### config.mk
export PLATFORM = sky130hd
export DESIGN_NAME = note_sequencer_flat
export DESIGN_NICKNAME = d
export VERILOG_FILES = /design/src/rtl/note_seq_pkg.sv /design/src/rtl/note_sequencer_if.sv /design/src/rtl/song_rom.sv /design/src/rtl/note_sequencer.sv /design/src/flat_wrapper.sv
export SDC_FILE = /design/constraint.sdc
export NUM_CORES = 1
export LEC_CHECK = 0
export BUFFER_PORTS_ARGS = -buffer_cell sky130_fd_sc_hd__buf_2
export CAP_MARGIN = 20
export CORE_ASPECT_RATIO = 0.5
export CORE_MARGIN = 2
export CORE_UTILIZATION = 50
export CTS_BUF_LIST = sky130_fd_sc_hd__clkbuf_2
export CTS_CLUSTER_SIZE = 30
export DETAILED_ROUTE_END_ITERATION = 8
export HOLD_SLACK_MARGIN = 0.05
export PLACE_DENSITY_LB_ADDON = 0.1
export SYNTH_ARGS = -nofsm -noshare
export SYNTH_HDL_FRONTEND = slang
export SYNTH_HIERARCHICAL = 1
export SYNTH_SLANG_ARGS = --single-unit
### constraint.sdc
create_clock -name CLK_32KHz -period 6.9 [get_ports CLK_32KHz]
set_clock_uncertainty 0.1 [all_clocks]
set_input_delay 0.69 -clock CLK_32KHz [delete_from_list [all_inputs] [get_ports CLK_32KHz]]
set_output_delay 0.69 -clock CLK_32KHz [all_outputs]
set_load 0.05 [all_outputs]
### src/rtl/note_seq_pkg.sv
// note_seq_pkg: shared types and constants for the song note sequencer.
// Holds the FSM state enum, the song-table entry layout, waveform codes
// and the end-of-song marker used by note_sequencer and song_rom.
package note_seq_pkg;

    localparam int FREQ_W = 14;
    localparam int WAVE_W = 2;
    localparam int DUR_W  = 8;

    typedef enum logic [2:0] {
        ST_IDLE,
        ST_LOAD,
        ST_PLAY,
        ST_GAP,
        ST_DONE
    } state_t;

    typedef enum logic [WAVE_W-1:0] {
        WAVE_SINE     = 2'd0,
        WAVE_SQUARE   = 2'd1,
        WAVE_TRIANGLE = 2'd2,
        WAVE_RSVD     = 2'd3
    } wave_t;

    typedef struct packed {
        logic [FREQ_W-1:0] freq;
        logic [WAVE_W-1:0] wave;
        logic [DUR_W-1:0]  dur;
    } song_entry_t;

    // A duration of zero terminates the song.
    localparam logic [DUR_W-1:0]  END_MARKER   = '0;
    localparam logic [FREQ_W-1:0] FREQ_SILENCE = '0;

    // The reserved waveform code is played as a sine.
    function automatic logic [WAVE_W-1:0] sanitize_wave(input logic [WAVE_W-1:0] wave);
        return (wave == 2'(WAVE_RSVD)) ? 2'(WAVE_SINE) : wave;
    endfunction

endpackage

### src/rtl/note_sequencer_if.sv
// note_sequencer_if: control and tone-output bundle of the note sequencer.
// The master side (song-mode controller) drives start/stop/loop_en; the
// slave side (note_sequencer) drives the tone-generator selections.
interface note_sequencer_if #(
    parameter int IDX_W = 5
);
    logic             start;
    logic             stop;
    logic             loop_en;
    logic [13:0]      frequency;
    logic [1:0]       waveform;
    logic             note_strobe;
    logic             playing;
    logic             done;
    logic [IDX_W-1:0] note_index;

    modport master (
        output start, stop, loop_en,
        input  frequency, waveform, note_strobe, playing, done, note_index
    );

    modport slave (
        input  start, stop, loop_en,
        output frequency, waveform, note_strobe, playing, done, note_index
    );
endinterface

### src/rtl/song_rom.sv
// song_rom: combinational song table indexed by note index.
// Contents are produced by the song-table generator script; this image holds
// the short reference tune: 440 Hz sine (3 ticks), rest (2 ticks),
// 880 Hz triangle (1 tick), end marker. Unlisted entries are end markers.
module song_rom
    import note_seq_pkg::*;
#(
    parameter int IDX_W = 5
) (
    input  logic [IDX_W-1:0] i_index,
    output song_entry_t      o_entry
);

    // Table lookup for the requested entry.
    always_comb begin
        // NOTE: o_entry gets a default before the case so every index drives it and no latch is inferred.
        o_entry = '{freq: FREQ_SILENCE, wave: 2'(WAVE_SINE), dur: END_MARKER};
        case (i_index)
            IDX_W'(0): o_entry = '{freq: 14'd440, wave: 2'(WAVE_SINE),     dur: 8'd3};
            IDX_W'(1): o_entry = '{freq: 14'd0,   wave: 2'(WAVE_SINE),     dur: 8'd2};
            IDX_W'(2): o_entry = '{freq: 14'd880, wave: 2'(WAVE_TRIANGLE), dur: 8'd1};
            default:   o_entry = '{freq: FREQ_SILENCE, wave: 2'(WAVE_SINE), dur: END_MARKER};
        endcase
    end

endmodule

### src/rtl/note_sequencer.sv
// note_sequencer: steps through song_rom at TICK_CYCLES clocks per duration
// tick, driving frequency/waveform to the tone generators.
// Optional feature: define NOTE_GAP_EN to silence the last GAP_TICKS ticks
// of every note longer than GAP_TICKS; without it notes are legato.
module note_sequencer
    import note_seq_pkg::*;
#(
    parameter int SONG_LEN    = 32,
    parameter int TICK_CYCLES = 500,
    parameter int GAP_TICKS   = 2
) (
    input  logic            CLK_32KHz,
    input  logic            reset_n,
    note_sequencer_if.slave bus
);

    localparam int IDX_W = (SONG_LEN > 1) ? $clog2(SONG_LEN) : 1;
    localparam int PRE_W = (TICK_CYCLES > 1) ? $clog2(TICK_CYCLES) : 1;
    localparam logic [IDX_W-1:0] LAST_IDX  = IDX_W'(SONG_LEN - 1);
    localparam logic [PRE_W-1:0] PRE_LAST  = PRE_W'(TICK_CYCLES - 1);
    localparam logic [DUR_W-1:0] GAP_LEVEL = DUR_W'(GAP_TICKS);
`ifdef NOTE_GAP_EN
    localparam bit GAP_ON = (GAP_TICKS > 0);
`else
    localparam bit GAP_ON = 1'b0;
`endif

    state_t             r_state,    w_state_next;
    logic [IDX_W-1:0]   r_index,    w_index_next;
    logic               r_past_end, w_past_end_next;
    logic [PRE_W-1:0]   r_pre,      w_pre_next;
    logic [DUR_W-1:0]   r_ticks,    w_ticks_next;
    logic [FREQ_W-1:0]  r_freq,     w_freq_next;
    logic [WAVE_W-1:0]  r_wave,     w_wave_next;
    logic               r_strobe,   w_strobe_next;
    logic               w_wrap;
    logic [DUR_W-1:0]   w_ticks_dec;
    song_entry_t        w_entry;

    song_rom #(.IDX_W(IDX_W)) u_song_rom (
        .i_index (r_index),
        .o_entry (w_entry)
    );

    assign w_wrap      = (r_pre == PRE_LAST);
    assign w_ticks_dec = r_ticks - 8'd1;

    // State register.
    always_ff @(posedge CLK_32KHz or negedge reset_n) begin
        // NOTE: clocked state uses non-blocking assignments so all registers update together at the edge.
        if (!reset_n) begin
            r_state <= ST_IDLE;
        end else begin
            r_state <= w_state_next;
        end
    end

    // Next-state, index, prescaler, tick and tone selection logic.
    always_comb begin
        w_state_next    = r_state;
        w_index_next    = r_index;
        w_past_end_next = r_past_end;
        w_pre_next      = r_pre;
        w_ticks_next    = r_ticks;
        w_freq_next     = r_freq;
        w_wave_next     = r_wave;
        w_strobe_next   = 1'b0;

        if (bus.stop) begin
            // Abort from any state; stop beats a simultaneous start.
            w_state_next    = ST_IDLE;
            w_index_next    = '0;
            w_past_end_next = 1'b0;
            w_freq_next     = FREQ_SILENCE;
        end else begin
            case (r_state)
                ST_IDLE: begin
                    w_freq_next = FREQ_SILENCE;
                    if (bus.start) begin
                        w_state_next    = ST_LOAD;
                        w_index_next    = '0;
                        w_past_end_next = 1'b0;
                    end
                end
                ST_LOAD: begin
                    if (!r_past_end && (w_entry.dur != END_MARKER)) begin
                        w_state_next  = ST_PLAY;
                        w_freq_next   = w_entry.freq;
                        w_wave_next   = sanitize_wave(w_entry.wave);
                        w_ticks_next  = w_entry.dur;
                        w_pre_next    = '0;
                        w_strobe_next = 1'b1;
                    end else if (bus.loop_en) begin
                        // Loop seam: one extra LOAD to fetch entry 0.
                        w_state_next    = ST_LOAD;
                        w_index_next    = '0;
                        w_past_end_next = 1'b0;
                    end else begin
                        w_state_next = ST_DONE;
                        w_freq_next  = FREQ_SILENCE;
                    end
                end
                ST_PLAY, ST_GAP: begin
                    w_pre_next = w_wrap ? '0 : r_pre + 1'b1;
                    if (w_wrap) begin
                        w_ticks_next = w_ticks_dec;
                        if (w_ticks_dec == '0) begin
                            w_state_next = ST_LOAD;
                            // The last table slot marks past-end instead of wrapping the index.
                            if (r_index == LAST_IDX) begin
                                w_past_end_next = 1'b1;
                            end else begin
                                w_index_next = r_index + 1'b1;
                            end
                        end else if (GAP_ON && (r_state == ST_PLAY) && (w_ticks_dec == GAP_LEVEL)) begin
                            // Only notes longer than GAP_TICKS ever count down to this level.
                            w_state_next = ST_GAP;
                            w_freq_next  = FREQ_SILENCE;
                        end
                    end
                end
                ST_DONE: begin
                    w_state_next = ST_IDLE;
                end
                default: begin
                    w_state_next = ST_IDLE;
                end
            endcase
        end
    end

    // Datapath registers: index, prescaler, ticks and tone selection.
    always_ff @(posedge CLK_32KHz or negedge reset_n) begin
        if (!reset_n) begin
            r_index    <= '0;
            r_past_end <= 1'b0;
            r_pre      <= '0;
            r_ticks    <= '0;
            r_freq     <= FREQ_SILENCE;
            r_wave     <= 2'(WAVE_SINE);
            r_strobe   <= 1'b0;
        end else begin
            r_index    <= w_index_next;
            r_past_end <= w_past_end_next;
            r_pre      <= w_pre_next;
            r_ticks    <= w_ticks_next;
            r_freq     <= w_freq_next;
            r_wave     <= w_wave_next;
            r_strobe   <= w_strobe_next;
        end
    end

    assign bus.frequency   = r_freq;
    assign bus.waveform    = r_wave;
    assign bus.note_strobe = r_strobe;
    assign bus.note_index  = r_index;
    assign bus.playing     = (r_state == ST_LOAD) || (r_state == ST_PLAY) || (r_state == ST_GAP);
    assign bus.done        = (r_state == ST_DONE);

endmodule
### src/flat_wrapper.sv
// flat-port wrapper written by rule: the top's interface ports become plain ports
module note_sequencer_flat import note_seq_pkg::*;
#(
    parameter int SONG_LEN    = 32,
    parameter int TICK_CYCLES = 500,
    parameter int GAP_TICKS   = 2
)
  (CLK_32KHz, reset_n, bus_start, bus_stop, bus_loop_en, bus_frequency, bus_waveform, bus_note_strobe, bus_playing, bus_done, bus_note_index);
  note_sequencer_if bus_i ();
  input  logic CLK_32KHz;
  input  logic reset_n;
  input wire logic [$bits(bus_i.start)-1:0] bus_start;
  input wire logic [$bits(bus_i.stop)-1:0] bus_stop;
  input wire logic [$bits(bus_i.loop_en)-1:0] bus_loop_en;
  output wire logic [$bits(bus_i.frequency)-1:0] bus_frequency;
  output wire logic [$bits(bus_i.waveform)-1:0] bus_waveform;
  output wire logic [$bits(bus_i.note_strobe)-1:0] bus_note_strobe;
  output wire logic [$bits(bus_i.playing)-1:0] bus_playing;
  output wire logic [$bits(bus_i.done)-1:0] bus_done;
  output wire logic [$bits(bus_i.note_index)-1:0] bus_note_index;
  assign bus_i.start = bus_start;
  assign bus_i.stop = bus_stop;
  assign bus_i.loop_en = bus_loop_en;
  assign bus_frequency = bus_i.frequency;
  assign bus_waveform = bus_i.waveform;
  assign bus_note_strobe = bus_i.note_strobe;
  assign bus_playing = bus_i.playing;
  assign bus_done = bus_i.done;
  assign bus_note_index = bus_i.note_index;
  note_sequencer #(.SONG_LEN(SONG_LEN), .TICK_CYCLES(TICK_CYCLES), .GAP_TICKS(GAP_TICKS)) u_core (.CLK_32KHz(CLK_32KHz), .reset_n(reset_n), .bus(bus_i));
endmodule
==> Word-level counts from Yosys, hierarchy flattened <==
Cells that the tools add are included.
{ "word_totals": {"reg_bits": 43, "latch_bits": 0, "ram_bits": 0, "output_inout_bits": 24, "elab_cells": 88, "romBits": 0, "mem_count": 0, "inputBits": 5} }
{ "classes": {"n_eq_ne": 19, "n_bitwise": 1, "n_shift": 0, "n_mul": 0, "n_lt_le_gt_ge": 0, "mux": 38, "n_reduce_logical": 19, "n_addsub": 3, "div_mod_pow": 0} }
{ "op_table": {"columns": ["op", "n"], "rows": [
  ["20-bit case mux with 3 select lines", 1],
  ["14-bit two-way mux", 3],
  ["5-bit two-way mux", 7],
  ["14-bit case mux with 2 select lines", 1],
  ["3-bit two-way mux", 6],
  ["9-bit two-way mux", 2],
  ["9-bit case mux with 2 select lines", 1],
  ["8-bit two-way mux", 2],
  ["8-bit case mux with 2 select lines", 1],
  ["5-bit case mux with 3 select lines", 1],
  ["7-bit AND reduction", 2],
  ["3-bit != test (second input constant)", 4],
  ["1-bit two-way mux", 10],
  ["9-bit by 1-bit adder with 9-bit output (second input constant)", 1],
  ["9-bit == test (second input constant)", 1],
  ["3-bit by 2-bit != test with 1-bit output (second input constant)", 3],
  ["3-bit case mux with 3 select lines", 1],
  ["3-bit AND reduction", 3],
  ["8-bit zero test", 1],
  ["8-bit nonzero test", 1],
  ["8-bit by 1-bit subtractor with 8-bit output (second input constant)", 1],
  ["3-bit by 2-bit == test with 1-bit output (second input constant)", 2],
  ["5-bit by 1-bit adder with 5-bit output (second input constant)", 1],
  ["5-bit by 1-bit == test with 1-bit output (second input constant)", 1],
  ["21 further kinds", 23]
]} }

==> Longest topological paths before layout <==
Gate-level depths: netlist of run 1.
{ "logic_depth": {"word_depth": 7, "depth_mapped": 9, "depth_no_buf": 7} }

==> Modules after synthesis <==
Netlist of run 1, hierarchy kept.
{ "modules_own_cells": {"columns": ["mod", "n_inst", "cells_per_inst", "seq_area_each_um2", "area_per_inst_um2"], "rows": [
  ["note_sequencer", 1, 234, 1076.0, 2279.7],
  ["song_rom", 1, 25, 0.0, 186.4]
]} }

==> Least setup slack after synthesis of run 1 <==
No wires, ideal clock.
{ "synth_path": {"path_type": "register -> register", "startpoint": "reg u_core.r_index[0] (netlist: u_core/bus.note_index[0])", "endpoint": "reg u_core.r_freq[8] (netlist: u_core/bus.frequency[8])", "n_path_buf": 1, "setup_time_ns": 0.067, "slack_ns": 4.371, "t_arrival_ns": 2.362, "period_less_slack_ns": 2.529, "path_stages_with_launch": 7, "required_time_ns": 6.733, "path_cell_list": "dfrtp_1 -> nor4_2 -> nor4_1 -> a21o_1 -> nor2_1 -> clkbuf_1 -> a22o_1"} }
{ "synth_rtl": {"columns": ["item", "line_no", "rtl"], "rows": [
  ["from (decl)", "note_sequencer.sv:29", "logic [IDX_W-1:0] r_index, w_index_next;"],
  ["from (signal assigned)", "note_sequencer.sv:143", "r_index <= w_index_next;"],
  ["to (signal assigned)", "note_sequencer.sv:147", "r_freq <= w_freq_next;"],
  ["to (decl)", "note_sequencer.sv:33", "logic [FREQ_W-1:0] r_freq, w_freq_next;"]
]} }

==> results of run 1 <==
[cells by family after synthesis]
family / after synthesis / share of synthesized area, %
adder cells (fa/ha/maj): 5 / 2.54
flip-flops: 43 / 43.6
buffers and inverters: 40 / 10.5
XOR/XNOR: 2 / 0.710
AND/OR/NAND/NOR: 82 / 18.4
multiplexers: 2 / 0.862
AO/OA/AOI/OAI: 84 / 23.3
other: 1 / 0.152
[worst register-to-register path, delay by kind of cell (launching register included)]
family / cells / cell delay [ps]
simple gates: 3 / 650
compound gates: 3 / 1330
flops: 1 / 530
[power breakdown]
group / total [uW] / leakage, uW / internal [uW] / switching, uW
logic: 207 / 0.000625 / 72.6 / 134
clock network: 149 / 0.0000429 / 61.4 / 87.3
registers: 336 / 0.000574 / 288 / 47.9
total: 691 / 0.00124 / 422 / 269
[cells in the mapped netlist (all sizes together), types with 3 or more instances]
library cell	instances	area, um^2
a21oi	12	60.1
a22o	14	123
a32oi	3	26.3
and3	4	25.0
buf	24	181
clkbuf	7	27.5
dfrtp	43	1080
ha	5	62.6
inv	8	30.0
nand2	16	60.1
nand2b	3	18.8
nand3	4	20.0
nand4	3	25.0
nor2	22	85.1
nor3	6	35.0
nor4	6	43.8
o211ai	4	30.0
o21ai	25	125
o311ai	6	52.6
or2	3	18.8
[state kept, by name (all words and copies together), names as in the netlist]
signal and count:
u_core/bus.frequency 14, u_core/r_pre 9, u_core/r_ticks 8, u_core/bus.note_index 5, u_core/r_state 3, u_core/bus.waveform 2, u_core/bus.note_strobe 1, u_core/r_past_end 1
[stage by stage]
stage	instance area, um^2	setup slack (ps)
finish	2590	4240
detailed placement	2510	4070
global placement	2510	4130
global route	2590	3980
floorplan	2510	4370
CTS	2580	4000
[area by class of cell]
| type | instances | area share [%] |
|---|---|---|
| Tap cell | 66 | 3.18 |
| Clock inverter | 3 | 1.69 |
| Clock buffer | 5 | 0.965 |
| Multi-Input combinational cell | 189 | 45.5 |
| Sequential cell | 43 | 41.5 |
| Inverter | 8 | 1.16 |
| Timing Repair Buffer | 30 | 5.98 |
[routing by layer]
layer / GRT usage, % / part of all wire [%] / vias up
li1: - / - / 976
met1: 27.8 / 51 / 944
met2: 32.3 / 43 / 46
met3: 5.19 / 5.2 / 5
met4: 5.04 / 0.66 / 0
met5: 0 / 0 / -
[path summary, 6_finish.rpt]
path / from / endpoint / depth (start not counted)
max reg2reg: u_core/bus.note_index[2] / u_core/bus.frequency[10] / 6
min: reset_n / u_core/bus.frequency[5] / 1
min reg2reg: u_core/r_pre[8] / u_core/r_pre[8] / 1
max in group asynchronous: reset_n / u_core/r_ticks[5] / 1
min in group CLK_32KHz: bus_loop_en / u_core/r_state[2] / 2
max: u_core/bus.note_index[2] / u_core/bus.frequency[10] / 6
==> results.json, run 1 <==
{
  "status": "complete, no violations",
  "hold_viol": 0,
  "fmax_ghz": 0.377,
  "num_antenna_cells": 0,
  "route.detailed.drc": 0,
  "synth_area_um2": 2470,
  "end_kind": "register",
  "antenna_found_initial": 0,
  "ctsLongestPathBuffers": 2,
  "drt_wl_total_um": 5130,
  "ioPinCount": 29,
  "num_rows": 17,
  "cts-root-buf": "clkbuf_2",
  "seq_area_um2": 1080,
  "drv_slew": 0,
  "core_area_um2": 4570,
  "first_pass_iters": 4,
  "drtAntennaViolNets": 0,
  "ir_drop_mv": 0.0941,
  "mostFrequentLayoutCell": "dfrtp_1",
  "ctsHoldBuffers": 0,
  "setup_viol": 0,
  "fin_cells": 344,
  "synth_edf_count": 0,
  "start_util_pct": 53.9,
  "gp_congestion": 0.835,
  "path_buf_inv": 0,
  "post-cts-setup-buffers": 0,
  "cts_num_sinks": 43,
  "hold_slack_ps": 281,
  "grt_pass1_wl_um": 8500,
  "rsz0062_at_grt": "false",
  "ys_seq_area_share_pct": 43.6,
  "grt_start_max_net_pins": 44,
  "io_buffer_count": 28,
  "synth.distinct_cells": 62,
  "worstMarginPinSlew_ps": 1100,
  "ctsResizeCount": 0,
  "vias_per_cell": 5.73,
  "crit_slowest_cell": "a21oi_1",
  "die-width_um": 103,
  "syn_to_final_growth_pct": 5.18,
  "final_cell_mix": "dfrtp_1 (43), buf_2 (28), nor2_1 (21)",
  "path_delay_family": "compound AO/OA/AOI/OAI gates",
  "path_class": "reg2reg",
  "nets": 287,
  "cp-start-kind": "register",
  "synthArstFlopShare_pct": 100,
  "yosysWarningCount": 6,
  "crit_chain": "nor4_2 > nor4_1 > a21o_1 > nand3_1 > a21oi_1 > a22o_1",
  "critPathMaxFanout": 14,
  "power.leakage_uw": 0.00124,
  "worstPathRequired_ps": 7160,
  "grt_pass1_vias": 1829,
  "powerDensity_nw_per_um2": 266,
  "vias": 1971,
  "max_slew_margin_pct": 26.2,
  "htree_levels": 2,
  "reg2reg_slack_ps": 4240,
  "synthCells": 259,
  "dp_cells": 334,
  "fp.dieH_um": 53.7,
  "hold_class": "in2async",
  "fillCellCount": 436,
  "grt-ovfl-total": 0,
  "cts_tree": "built",
  "p_total_uw": 691,
  "fin_crit_sh_pct": 38.5,
  "drv_cap": 0,
  "die_area_um2": 5540,
  "cp_slowest_stage_delay_ps": 830,
  "final_util_pct": 56.7,
  "synth_ff_type": "dfrtp_1",
  "multi_input_area_um2": 1180,
  "period_needed_ps": 2660,
  "clk-insertion-delay-late_ps": 410,
  "clk_pin_slew_ps": 240,
  "numCtsBuffers": 5,
  "setup_tns_ps": 0,
  "drt-wirelength-per-cell_um": 14.9,
  "drive_gt1_share_pct": 16.9,
  "track_usage_pct": 20.2,
  "avgSynthCellArea_um2": 9.52,
  "arrival_ps": 2920,
  "synth_seq_cells": 43,
  "drt_iter0_drc": 79,
  "hpwl_um": 3470
}
(Power assumes the default switching activity.)
==> run 2, diff against run 1 <==
- clock period: 6.9 -> 2.6 ns (I/O delays scaled with it)
==> run 2 against run 1 <==
Maximum frequency grew 9.4%. Critical endpoint is now u_core/bus.note_index[3]. Sequential power rose to 2.6 times the previous value. First-iteration DRC count grew 47%. Combinational power increased to 2.9 times the previous value. Non-clock buffer count increased by 15. Largest cell class unchanged. Count of clock-buffer cells in the layout grew 1. Utilization rose by 3.4 points. Sequential share of layout area is 2.4 points lower. Design area up 6.1%.
==> results.json, run 2 (synthesis results as in run 1) <==
{
  "drtAntennaViolNets": 0,
  "largest_reg_flops": 14,
  "powerDensity_nw_per_um2": 719,
  "numCtsBuffers": 5,
  "cts_tree": "built",
  "period_needed_ps": 2430,
  "io_buffer_count": 28,
  "dp_slack_ps": -81.0,
  "combPwrFrac_pct": 30.8,
  "fp.dieH_um": 53.7,
  "route.detailed.drc": 0,
  "drt_iter0_drc": 116,
  "seq_power_share_pct": 44.4,
  "dpl-instance-area_um2": 2600,
  "setup_viol": 0,
  "nets": 302,
  "cp-start-kind": "register",
  "hold_class": "in2reg",
  "final_cell_mix": "dfrtp_1 (43), buf_2 (28), nor2_1 (21)",
  "arrival_ps": 2630,
  "core_area_um2": 4570,
  "ctsLongestPathBuffers": 2,
  "max_slew_margin_pct": 35.3,
  "vias_per_cell": 5.71,
  "switchingPower_uw": 726,
  "htree_levels": 2,
  "status": "complete, no violations",
  "drt_wl_total_um": 5530,
  "power.internal_uw": 1250,
  "drv_cap": 0,
  "p_total_uw": 1980,
  "start_util_pct": 53.9,
  "clk_pin_slew_ps": 230,
  "track_usage_pct": 21.9,
  "critPathMaxFanout": 9,
  "drive_gt1_share_pct": 21.5,
  "grt_start_max_net_pins": 44,
  "drt-wirelength-per-cell_um": 15.4,
  "rsz0062_at_grt": "false",
  "path_class": "reg2reg",
  "die-width_um": 103,
  "num_rows": 17,
  "first_pass_iters": 6,
  "gp_congestion": 0.869,
  "hpwl_um": 3840,
  "cts-root-buf": "clkbuf_2",
  "mostFrequentLayoutCell": "dfrtp_1",
  "grt_pass1_wl_um": 9260,
  "grt_pass1_vias": 1992,
  "cts_num_sinks": 43,
  "ir_drop_mv": 0.325,
  "multi_input_area_um2": 1200,
  "grt-ovfl-total": 0,
  "die_area_um2": 5540,
  "end_kind": "register",
  "vias": 2049,
  "fillCellCount": 409,
  "hold_viol": 0,
  "setup_tns_ps": 0,
  "power.leakage_uw": 0.00132,
  "fmax_ghz": 0.412,
  "final.setup.worst_slack_ps": 174,
  "syn_to_final_growth_pct": 11.6,
  "swShare_pct": 36.7,
  "drv_slew": 0,
  "clk-insertion-delay-late_ps": 400,
  "antenna_found_initial": 0,
  "num_antenna_cells": 0,
  "worstMarginPinSlew_ps": 970,
  "worstPathRequired_ps": 2810,
  "seq_area_um2": 1080,
  "ioPinCount": 29,
  "design_area_um2": 2750,
  "pwr-share-clk_pct": 24.7,
  "fin_crit_sh_pct": 93.3
}
-- run 2: power groups by stage --
stage	Combinational [uW]	Sequential, uW	Clock, uW
6_report	610	879	490
5_1_grt	676	898	532
4_1_cts	595	877	499
3_5_place_dp	571	892	0
3_3_place_gp	557	884	0
2_1_floorplan	389	933	0
-- run 2: per-layer routing --
metal	vias to the layer above	track usage [%]	wire length (um)
li1	992	-	-
met1	999	29.9	2850
met2	51	36.5	2400
met3	7	4.68	217
met4	0	5.04	49
met5	-	0	0
-- run 2: final timing paths --
check,startpoint,to,slack (ps),cells past startpoint
max,u_core/r_ticks[0],u_core/bus.note_index[3],170,7
min,bus_start,u_core/r_state[0],130,4
max reg2reg,u_core/r_ticks[0],u_core/bus.note_index[3],170,7
min reg2reg,u_core/r_pre[8],u_core/r_pre[8],400,1
max in group asynchronous,reset_n,u_core/r_ticks[1],1370,2
min in group asynchronous,reset_n,u_core/bus.frequency[10],420,2
-- run 2: cell type report --
type / instances / area share [%]
inverters: 8 / 1.09
clock buffers: 6 / 1.09
flip-flops and latches: 43 / 39.1
well taps: 66 / 3.00
repair buffers: 45 / 10.0
multi-input cells: 189 / 43.5
clock inverters: 2 / 2.18
-- run 2: through the flow --
step                cells  hold WS [ps]  util [%]
floorplan             272          -136         -
global placement      346           356      56.9
detailed placement    346           365      56.9
CTS                   358           115      59.9
global route          359          71.2      60.2
finish                359           134      60.2
-- run 2: worst max-delay path: stages (launching register included) --
cell	delay, ps
dfrtp_1	400
buf_4	150
ha_1	170
nor3b_1	250
nand4_2	130
or2_1	350
or4_1	510
o311ai_2	280
-- run 2: repair_timing --
action | 4_1_cts | 5_1_grt
gates resized for setup | 2 | 2
hold endpoints to repair | 45 | 0
buffers inserted | 1 | 0
hold buffers | 3 | 0
endpoints found under the setup margin | 1 | 1
==> run 3, diff against run 2 <==
==> constraint.sdc (replaced) <==
create_clock -name CLK_32KHz -period 2.6 [get_ports CLK_32KHz]
set_clock_uncertainty 0.1 [all_clocks]
set_input_delay 0.39 -clock CLK_32KHz [delete_from_list [all_inputs] [get_ports CLK_32KHz]]
set_output_delay 0.39 -clock CLK_32KHz [all_outputs]
set_load 0.05 [all_outputs]
==> run 3 against run 2 <==
Via count decreased by 0.88%. Wire length decreased by 1.6%. Combinational power decreased by 3%. Non-clock buffer count decreased by 2. Sequential share of layout area increased by 0.30 points. Highest routed layer unchanged.
==> results.json, run 3 (synthesis results as in run 1) <==
{
  "status": "complete, no violations",
  "largest_reg_flops": 14,
  "crit_slowest_cell": "or4_1",
  "fp.dieH_um": 53.7,
  "dpl-instance-area_um2": 2610,
  "drv_slew": 0,
  "arrival_ps": 2710,
  "drtAntennaViolNets": 0,
  "holdPathEnd": "u_core/r_state[0]",
  "design_area_um2": 2730,
  "power.leakage_uw": 0.00131,
  "worst_r2r_path_depth": 7,
  "powerDensity_nw_per_um2": 719,
  "htree_levels": 2,
  "post-cts-setup-buffers": 0,
  "clk-insertion-delay-late_ps": 410,
  "hold_class": "in2reg",
  "track_usage_pct": 20.6,
  "critPathMaxFanout": 9,
  "num_antenna_cells": 0,
  "period_needed_ps": 2480,
  "max_slew_margin_pct": 57.8,
  "ioPinCount": 29,
  "cts_num_sinks": 43,
  "reg2reg_to": "u_core/bus.note_index[3]",
  "rsz0062_at_grt": "false",
  "path_class": "reg2reg",
  "hold_path_depth": 3,
  "cts-root-buf": "clkbuf_2",
  "num_rows": 17,
  "setup_tns_ps": 0,
  "setup_viol": 0,
  "drv_cap": 0,
  "drt_wl_total_um": 5440,
  "rr_startpoint": "u_core/r_ticks[1]",
  "drt-wirelength-per-cell_um": 15.2,
  "cts_tree": "built",
  "grt-ovfl-total": 0,
  "final.setup.worst_slack_ps": 118,
  "ctsLongestPathBuffers": 2,
  "numCtsBuffers": 5,
  "syn_to_final_growth_pct": 10.7,
  "vias_per_cell": 5.69,
  "hold_viol": 0,
  "die-width_um": 103,
  "worstPathRequired_ps": 2830,
  "grt_pass1_vias": 1759,
  "drt_iter0_drc": 134,
  "drive_gt1_share_pct": 21.3,
  "worstMarginPinSlew_ps": 628,
  "clk_pin_slew_ps": 230,
  "first_pass_iters": 5,
  "grt_pass1_wl_um": 8530,
  "vias": 2031,
  "start_util_pct": 53.9,
  "crit_chain": "inv_1 > ha_2 > or2_1 > a2bb2oi_1 > o211a_2 > or4_1 > o311ai_1",
  "min-delay-start": "bus_stop",
  "mostFrequentLayoutCell": "dfrtp_1",
  "fillCellCount": 407,
  "dp_slack_ps": 75.8,
  "final_cell_mix": "dfrtp_1 (43), buf_2 (28), nor2_1 (21)",
  "fmax_ghz": 0.403,
  "cp-start-kind": "register",
  "cp_slowest_stage_delay_ps": 520,
  "io_buffer_count": 28,
  "core_area_um2": 4570,
  "route.detailed.drc": 0,
  "die_area_um2": 5540,
  "hold_slack_ps": 216,
  "gp_congestion": 0.852,
  "fin_crit_sh_pct": 95.5,
  "hpwl_um": 3800,
  "end_kind": "register",
  "ir_drop_mv": 0.327,
  "grt_start_max_net_pins": 23,
  "antenna_found_initial": 0,
  "reg2reg_slack_ps": 120,
  "nets": 300
}
run 3: final cells by class:
type / instances / area, um^2 / area share (%)
multi-input combinational: 189 / 1190 / 43.7
inverter: 8 / 30.0 / 1.10
timing repair buffer: 43 / 258 / 9.44
sequential: 43 / 1080 / 39.4
clock buffer: 6 / 30.0 / 1.10
tap: 66 / 82.6 / 3.02
clock inverter: 2 / 60.1 / 2.20
run 3: repair_timing:
action,4_1_cts,5_1_grt
gates resized for setup,0,4
setup endpoints to repair,0,17
endpoints found under the hold margin,22,0
hold buffers,2,0
run 3: worst max-delay path: cells and delay by family, from the launching register on:
kind	cells	cell delay, ps
AO/OA/AOI/OAI	3	740
adder cells (fa/ha/maj)	1	240
buffers and inverters	1	100
flip-flops	1	460
AND/OR/NAND/NOR	2	760
run 3: how the worst max path moves through the flow:
stage / start / to / slack, ps / cells past startpoint
after global placement: u_core/r_ticks[1] / u_core/bus.note_index[3] / 90 / 7
after CTS: u_core/r_ticks[1] / u_core/bus.note_index[3] / 1 / 7
final: u_core/r_ticks[1] / u_core/bus.note_index[3] / 120 / 7
after floorplan: u_core/bus.note_index[0] / u_core/bus.frequency[8] / 70 / 6
after global routing: u_core/r_ticks[1] / u_core/bus.note_index[3] / 20 / 7
after detailed placement: u_core/r_ticks[1] / u_core/bus.note_index[3] / 80 / 7
run 3: metal layers:
| layer | track usage (%) | share of wire [%] |
|---|---|---|
| met1 | 29.7 | 49 |
| met2 | 31.3 | 43 |
| met3 | 5.19 | 7.1 |
| met4 | 5.26 | 0.72 |
| met5 | 0 | 0 |
run 3: where the power goes:
| group | switching (uW) | internal, uW | total (uW) |
|---|---|---|---|
| Combinational | 374 | 219 | 593 |
| Sequential | 117 | 763 | 880 |
| Clock | 227 | 263 | 490 |
| Total | 718 | 1250 | 1960 |
run 3: stage by stage:
stage	util [%]	instances	power (uW)
6_report	59.7	357	1960
5_1_grt	59.7	357	2090
4_1_cts	59.4	357	1960
3_5_place_dp	57.0	347	1460
3_3_place_gp	57.0	347	1450
2_1_floorplan	-	272	1320
